`config.mk`:
```
export PLATFORM = sky130hd
export DESIGN_NAME = datapath_pipe
export DESIGN_NICKNAME = d
export VERILOG_FILES = /design/src/rtl/datapath_pkg.sv /design/src/rtl/dp_regfile.sv /design/src/rtl/datapath_pipe.sv
export SDC_FILE = /design/constraint.sdc
export NUM_CORES = 2
export LEC_CHECK = 0
export CAP_MARGIN = 15
export CORE_MARGIN = 2
export CORE_UTILIZATION = 40
export CTS_CLUSTER_SIZE = 8
export DETAILED_ROUTE_END_ITERATION = 8
export GPL_TIMING_DRIVEN = 0
export SLEW_MARGIN = 20
export SYNTH_ARGS = -nofsm -noshare
export SYNTH_HDL_FRONTEND = slang
export SYNTH_SLANG_ARGS = --single-unit
```
`constraint.sdc`:
```
create_clock -name clk -period 6.32 [get_ports clk]
set_clock_uncertainty 0.05 [all_clocks]
set_input_delay 1.58 -clock clk [delete_from_list [all_inputs] [get_ports clk]]
set_output_delay 1.58 -clock clk [all_outputs]
set_load 0.1 [all_outputs]
```
`src/rtl/datapath_pkg.sv`:
```
// Shared op codes, FSM state encoding and default sizing for datapath_pipe.
package datapath_pkg;

  localparam int DW_DEF   = 16;
  localparam int NREG_DEF = 8;
  localparam int AW_DEF   = 8;
  localparam int PCW_DEF  = 16;

  typedef enum logic [2:0] {
    OP_ADDSUB = 3'd0,
    OP_LHI    = 3'd1,
    OP_LLI    = 3'd2,
    OP_LD     = 3'd3,
    OP_ST     = 3'd4,
    OP_JMP    = 3'd5,
    OP_BZ     = 3'd6,
    OP_OUT    = 3'd7
  } op_t;

  typedef logic [1:0] state_t;
  localparam state_t ST_IDLE = 2'd0;
  localparam state_t ST_EXEC = 2'd1;
  localparam state_t ST_MEM  = 2'd2;
  localparam state_t ST_WB   = 2'd3;

endpackage

```
`src/rtl/dp_regfile.sv`:
```
// NREG x DW register file: two asynchronous read ports, one synchronous write port.
module dp_regfile
  import datapath_pkg::*;
#(
  parameter int DW   = DW_DEF,
  parameter int NREG = NREG_DEF,
  localparam int RW  = $clog2(NREG)
) (
  input  logic          clk,
  input  logic          rst_n,
  input  logic [RW-1:0] ra_addr,
  input  logic [RW-1:0] rb_addr,
  output logic [DW-1:0] ra_data,
  output logic [DW-1:0] rb_data,
  input  logic          we,
  input  logic [RW-1:0] wa,
  input  logic [DW-1:0] wd
);

  logic [DW-1:0] regs [NREG];

  assign ra_data = regs[ra_addr];
  assign rb_data = regs[rb_addr];

  // register array with async clear and single write port
  always_ff @(posedge clk or negedge rst_n) begin
    if (!rst_n) begin
      for (int i = 0; i < NREG; i++) begin
        regs[i] <= {DW{1'b0}};
      end
    end else if (we) begin
      regs[wa] <= wd;
    end
  end

endmodule

```
`src/rtl/datapath_pipe.sv`:
```
// Multi-cycle micro-op datapath: one op in flight, IDLE/EXEC/MEM/WB sequencing.
// Optional macro DATAPATH_SAT_EN makes ADDSUB saturate on signed overflow.
module datapath_pipe
  import datapath_pkg::*;
#(
  parameter int DW   = DW_DEF,
  parameter int NREG = NREG_DEF,
  parameter int AW   = AW_DEF,
  parameter int PCW  = PCW_DEF,
  localparam int RW  = $clog2(NREG)
) (
  input  logic           clk,
  input  logic           rst_n,
  input  logic           op_valid,
  output logic           op_ready,
  input  logic [2:0]     op_code,
  input  logic [RW-1:0]  op_rd,
  input  logic [RW-1:0]  op_ra,
  input  logic [RW-1:0]  op_rb,
  input  logic [DW-1:0]  op_imm,
  input  logic           op_use_imm,
  input  logic           op_sub,
  output logic [PCW-1:0] pc,
  output logic           n,
  output logic           z,
  output logic           v,
  output logic           c,
  output logic [DW-1:0]  out_r,
  output logic           busy
);

  state_t        state, state_nx;
  op_t           op_q;
  logic [RW-1:0] rd_q, ra_q, rb_q;
  logic [DW-1:0] imm_q;
  logic          use_imm_q, sub_q;
  logic [AW-1:0] addr_q;
  logic [DW-1:0] mem_q;
  logic [DW-1:0] mem [2**AW];

  logic [RW-1:0] rf_ra_addr;
  logic [DW-1:0] rf_ra_data, rf_rb_data;
  logic          rf_we;
  logic [DW-1:0] rf_wd;

  logic [DW-1:0]  b_val, b_op, alu_res;
  logic [DW:0]    sum_ext;
  logic           alu_ovf;
  logic [AW-1:0]  eff_addr;
  logic [PCW-1:0] pc_inc;

  dp_regfile #(.DW(DW), .NREG(NREG)) u_regfile (
    .clk     (clk),
    .rst_n   (rst_n),
    .ra_addr (rf_ra_addr),
    .rb_addr (rb_q),
    .ra_data (rf_ra_data),
    .rb_data (rf_rb_data),
    .we      (rf_we),
    .wa      (rd_q),
    .wd      (rf_wd)
  );

  // ALU, address generation and next-state decode
  always_comb begin
    b_val   = use_imm_q ? imm_q : rf_rb_data;
    b_op    = sub_q ? ~b_val : b_val;
    // subtract as a + ~b + 1 so the carry out is directly NOT borrow
    sum_ext = {1'b0, rf_ra_data} + {1'b0, b_op} + {{DW{1'b0}}, sub_q};
    alu_ovf = (rf_ra_data[DW-1] == b_op[DW-1]) && (sum_ext[DW-1] != rf_ra_data[DW-1]);
`ifdef DATAPATH_SAT_EN
    if (alu_ovf) begin
      alu_res = rf_ra_data[DW-1] ? {1'b1, {(DW-1){1'b0}}} : {1'b0, {(DW-1){1'b1}}};
    end else begin
      alu_res = sum_ext[DW-1:0];
    end
`else
    alu_res = sum_ext[DW-1:0];
`endif
    eff_addr   = rf_ra_data[AW-1:0] + imm_q[AW-1:0];
    pc_inc     = pc + {{(PCW-1){1'b0}}, 1'b1};
    // LHI needs the old destination value to keep its low half
    rf_ra_addr = (op_q == OP_LHI) ? rd_q : ra_q;

    case (state)
      ST_IDLE: state_nx = op_valid ? ST_EXEC : ST_IDLE;
      ST_EXEC: state_nx = (op_q == OP_LD) ? ST_MEM : ST_IDLE;
      ST_MEM:  state_nx = ST_WB;
      ST_WB:   state_nx = ST_IDLE;
      default: state_nx = ST_IDLE;
    endcase
  end

  // register-file write selection
  always_comb begin
    rf_we = 1'b0;
    rf_wd = {DW{1'b0}};
    case (state)
      ST_EXEC: begin
        case (op_q)
          OP_ADDSUB: begin rf_we = 1'b1; rf_wd = alu_res; end
          OP_LHI:    begin rf_we = 1'b1; rf_wd = {imm_q[DW/2-1:0], rf_ra_data[DW/2-1:0]}; end
          OP_LLI:    begin rf_we = 1'b1; rf_wd = {{(DW/2){imm_q[DW/2-1]}}, imm_q[DW/2-1:0]}; end
          OP_JMP:    begin rf_we = 1'b1; rf_wd = DW'(pc_inc); end
          default:   begin rf_we = 1'b0; rf_wd = {DW{1'b0}}; end
        endcase
      end
      ST_WB:   begin rf_we = 1'b1; rf_wd = mem_q; end
      default: begin rf_we = 1'b0; rf_wd = {DW{1'b0}}; end
    endcase
  end

  // FSM, captured op fields, pc, flags and output register
  always_ff @(posedge clk or negedge rst_n) begin
    if (!rst_n) begin
      state     <= ST_IDLE;
      op_ready  <= 1'b1;
      busy      <= 1'b0;
      op_q      <= OP_ADDSUB;
      rd_q      <= {RW{1'b0}};
      ra_q      <= {RW{1'b0}};
      rb_q      <= {RW{1'b0}};
      imm_q     <= {DW{1'b0}};
      use_imm_q <= 1'b0;
      sub_q     <= 1'b0;
      addr_q    <= {AW{1'b0}};
      mem_q     <= {DW{1'b0}};
      pc        <= {PCW{1'b0}};
      {n, z, v, c} <= 4'b0000;
      out_r     <= {DW{1'b0}};
    end else begin
      state    <= state_nx;
      op_ready <= (state_nx == ST_IDLE);
      busy     <= (state_nx != ST_IDLE);
      if (state == ST_IDLE && op_valid) begin
        op_q      <= op_t'(op_code);
        rd_q      <= op_rd;
        ra_q      <= op_ra;
        rb_q      <= op_rb;
        imm_q     <= op_imm;
        use_imm_q <= op_use_imm;
        sub_q     <= op_sub;
      end
      case (state)
        ST_EXEC: begin
          addr_q <= eff_addr;
          case (op_q)
            OP_ADDSUB: begin
              n  <= alu_res[DW-1];
              z  <= (alu_res == {DW{1'b0}});
              v  <= alu_ovf;
              c  <= sum_ext[DW];
              pc <= pc_inc;
            end
            OP_JMP:  pc <= imm_q[PCW-1:0];
            OP_BZ:   pc <= z ? (pc + imm_q[PCW-1:0]) : pc_inc;
            OP_OUT:  begin out_r <= rf_ra_data; pc <= pc_inc; end
            OP_LD:   pc <= pc;
            default: pc <= pc_inc;
          endcase
        end
        ST_MEM:  mem_q <= mem[addr_q];
        ST_WB:   pc <= pc_inc;
        default: pc <= pc;
      endcase
    end
  end

  // data memory write port; contents deliberately survive reset
  always_ff @(posedge clk) begin
    if (state == ST_EXEC && op_q == OP_ST) begin
      mem[eff_addr] <= rf_rb_data;
    end
  end

endmodule
```
==> reports/qor.yml <==
grt:
  grt_remaining_overflow: 0
  grt_pass1_vias: 86200
  grt_pass1_wl_um: 673000
  grt_max_degree: 121
  antenna_found_initial: 40
  grt_use_total_pct: 22.4
detailed_routing:
  detail-route-antenna-nets: 0
  num_vias: 85900
  wl_per_cell_um: 33.9
  drt_iter0_drc: 12800
  wl_um: 487000
  post_drt_via_cell_ratio: 5.99
  drtPass1Iterations: 6
  drc: 0
logic_synthesis:
  syn_inst: 7520
  synth_edf_count: 4096
  synth_top_area_cell: "edfxtp_1"
  yosysTopAreaCellShare_pct: 72.5
  yosysUniqueCellTypes: 70
  ys_seq_elements: 4318
  synth_area_per_cell_um2: 22.6
  yosysSeqAreaShare_pct: 75.8
  yosys_warnings: 0
  syn-cell-area_um2: 170000
  async_flop_share_pct: 5.14
  ys_top_cells_by_area: "edfxtp_1 73%, mux4_2 18%, dfrtp_1 3.3%"
  synth_flop_cell: "edfxtp_1"
  synth_nets: 7594
cts:
  clk_pin_slew_ns: 0.05
  clock_latency_ns: 1.07
  cts_sinks: 4318
  hold_buffers: 0
  cts-root-buf: "clkbuf_16"
  cts_max_level: 6
  cts_tree: "built"
  clock_path_buffers: 4
  cts_buffers: 610
run_status:
  status: "finished clean"
floorplanning:
  rows: 239
  die_w_um: 655
  die_h_um: 655
  coreArea_um2: 423000
  num_io_pins: 71
  initial_core_util_pct: 40.1
  dieArea_um2: 429000
placement:
  gp_congestion: 0.881
  placed_area_um2: 183000
  dpl.hpwl_um: 332000
  port_buffers: 70
power_and_ir_drop:
  vdd_drop_max_mv: 0.505
  p_per_area_nw_per_um2: 518
  power_mw: 105
  cellLeakagePower_nw: 62.9
flow_run:
  maxCapViolCount: 0
worst_setup_path:
  path_class: "reg2reg"
  start_kind: "flip-flop"
  required_ns: 6.99
  endpoint_kind: "flip-flop"
  cp_max_fo: 10
  crit_arrival_ns: 6.95
final_layout:
  layout_commonest_cell: "edfxtp_1"
  area_delta_synth_final_pct: 19.0
  seqCellArea_um2: 129000
  multi_input_area_um2: 41300
  final_cell_mix: "4096 x edfxtp_1, 1392 x mux4_2, 620 x clkbuf_16"
  nets: 8648
  stdcell_area_um2: 202000
  fill_cells: 33800
  drive_gt1_share_pct: 34.7
sta:
  fmax_ghz: 0.159
  relSlewSlack_pct: 13.5
  finalHoldViolations: 0
  maxSlewViolCount: 0
  fin_crit_ns: 6.27
  setup_viol_count_final: 0
  worstMarginPinSlew_ns: 1.30
  period_share_pct: 99.3
  rsz0062_at_grt: "true"
min_path:
  hp-class: "reg2reg"
-- sequential cells by signal, summed over array words and instances (netlist names), 8 cells and up --
| name | flops |
|---|---|
| mem | 4096 |
| imm_q | 16 |
| addr_q | 8 |
| u_regfile.regs | 128 |
| mem_q | 16 |
| out_r | 16 |
| pc | 16 |
-- stage by stage --
stage	TNS, ns	hold slack [ns]	setup WS, ns	instances	utilization [%]
4_1_cts	-2.43	0.434	-0.0668	14300	47.6
6_report	0	0.435	0.0456	14300	47.7
5_1_grt	-1.70	0.467	-0.0425	14300	47.7
2_1_floorplan	0	0.408	0.0120	7520	-
3_3_place_gp	-	0.414	-5.60	13300	41.9
3_5_place_dp	-7541.40	0.423	-2.59	13600	43.3
-- worst max-delay path: stages, from the launching register on --
cell and delay (ns):
dfrtp_1 0.41, or3b_1 0.49, buf_6 0.22, mux2i_2 0.42, clkbuf_2 0.37, buf_2 0.46
a21oi_4 0.11, buf_12 0.16, buf_4 0.16, fa_1 0.43, xor2_2 0.56, nor2b_4 0.41
nand2_4 0.32, clkbuf_2 0.53, buf_16 0.33, nor2_4 0.29, buf_6 0.21
-- repair_timing --
item / CTS / global route
setup buffers: 40 / 24
setup endpoints to repair: 4220 / 3337
cloned: 1 / 2
resized for setup: 239 / 76
pin swaps: 29 / 15
-- power by group --
part | switching [mW] | leakage [nW] | internal, mW | total, mW
Clock | 11.7 | 8.07 | 17.4 | 29.1
Sequential | 0.702 | 39.5 | 35.3 | 36.1
Combinational | 25.8 | 15.3 | 13.7 | 39.5
Total | 38.2 | 62.9 | 66.5 | 105
-- area by class of cell --
cell class                 count  area share [%]
sequential                  4318            63.7
multi-input combinational   2736            20.5
clock buffer                 658            7.74
tap                         5663            3.51
timing repair buffer         442            3.13
buffer                       435           0.978
clock inverter                50           0.446
inverter                      31          0.0576
antenna                       13          0.0161
-- synth_stat cells, drive strengths merged, types with 4 or more instances --
library cell	instances
nand4	7
xnor2	41
o211a	5
nand3b	6
a311oi	15
mux4	1392
a21o	26
nor3	13
and3	7
o21bai	8
mux2	73
or3	5
nand2	279
nor2b	12
o21ai	179
clkbuf	283
dfrtp	221
o21a	5
a22o	4
o221ai	11
xor2	21
buf	153
o22ai	10
inv	31
and2	40
nor2	300
a2bb2oi	6
edfxtp	4096
a211oi	36
a31oi	18
a21oi	61
ha	38
mux2i	43
nand3	18
a22oi	16
-- worst paths after layout --
kind | depth (start not counted) | startpoint | slack, ns | end
min in group asynchronous | 1 | rst_n | 0.54 | rb_q[1]
hold / removal | 2 | out_r[4] | 0.44 | out_r[4]
max in group asynchronous | 3 | rst_n | 4.50 | op_ready
setup reg to reg | 16 | op_q[2] | 0.05 | mem[88][7]
setup / recovery | 16 | op_q[2] | 0.05 | mem[88][7]
hold reg to reg | 2 | out_r[4] | 0.44 | out_r[4]
-- cell families after synthesis --
logic type | after synthesis | share of synthesized area (%)
AOI/OAI and AO/OA | 424 | 1.56
xor gates and xnor gates | 62 | 0.320
adders and majority gates | 41 | 0.316
buffers and inverters | 467 | 1.06
DFF | 4318 | 75.8
muxes | 1508 | 19.2
and+or+nand+nor | 700 | 1.72
-- per-layer routing --
layer	vias to the layer above	global-route usage [%]	wire length [um]
li1	33800	-	-
met1	46500	30.9	190000
met2	4821	35.3	231000
met3	857	4.33	45900
met4	4	8.55	20400
met5	-	0	34
Power figures use the tool's default switching activity.
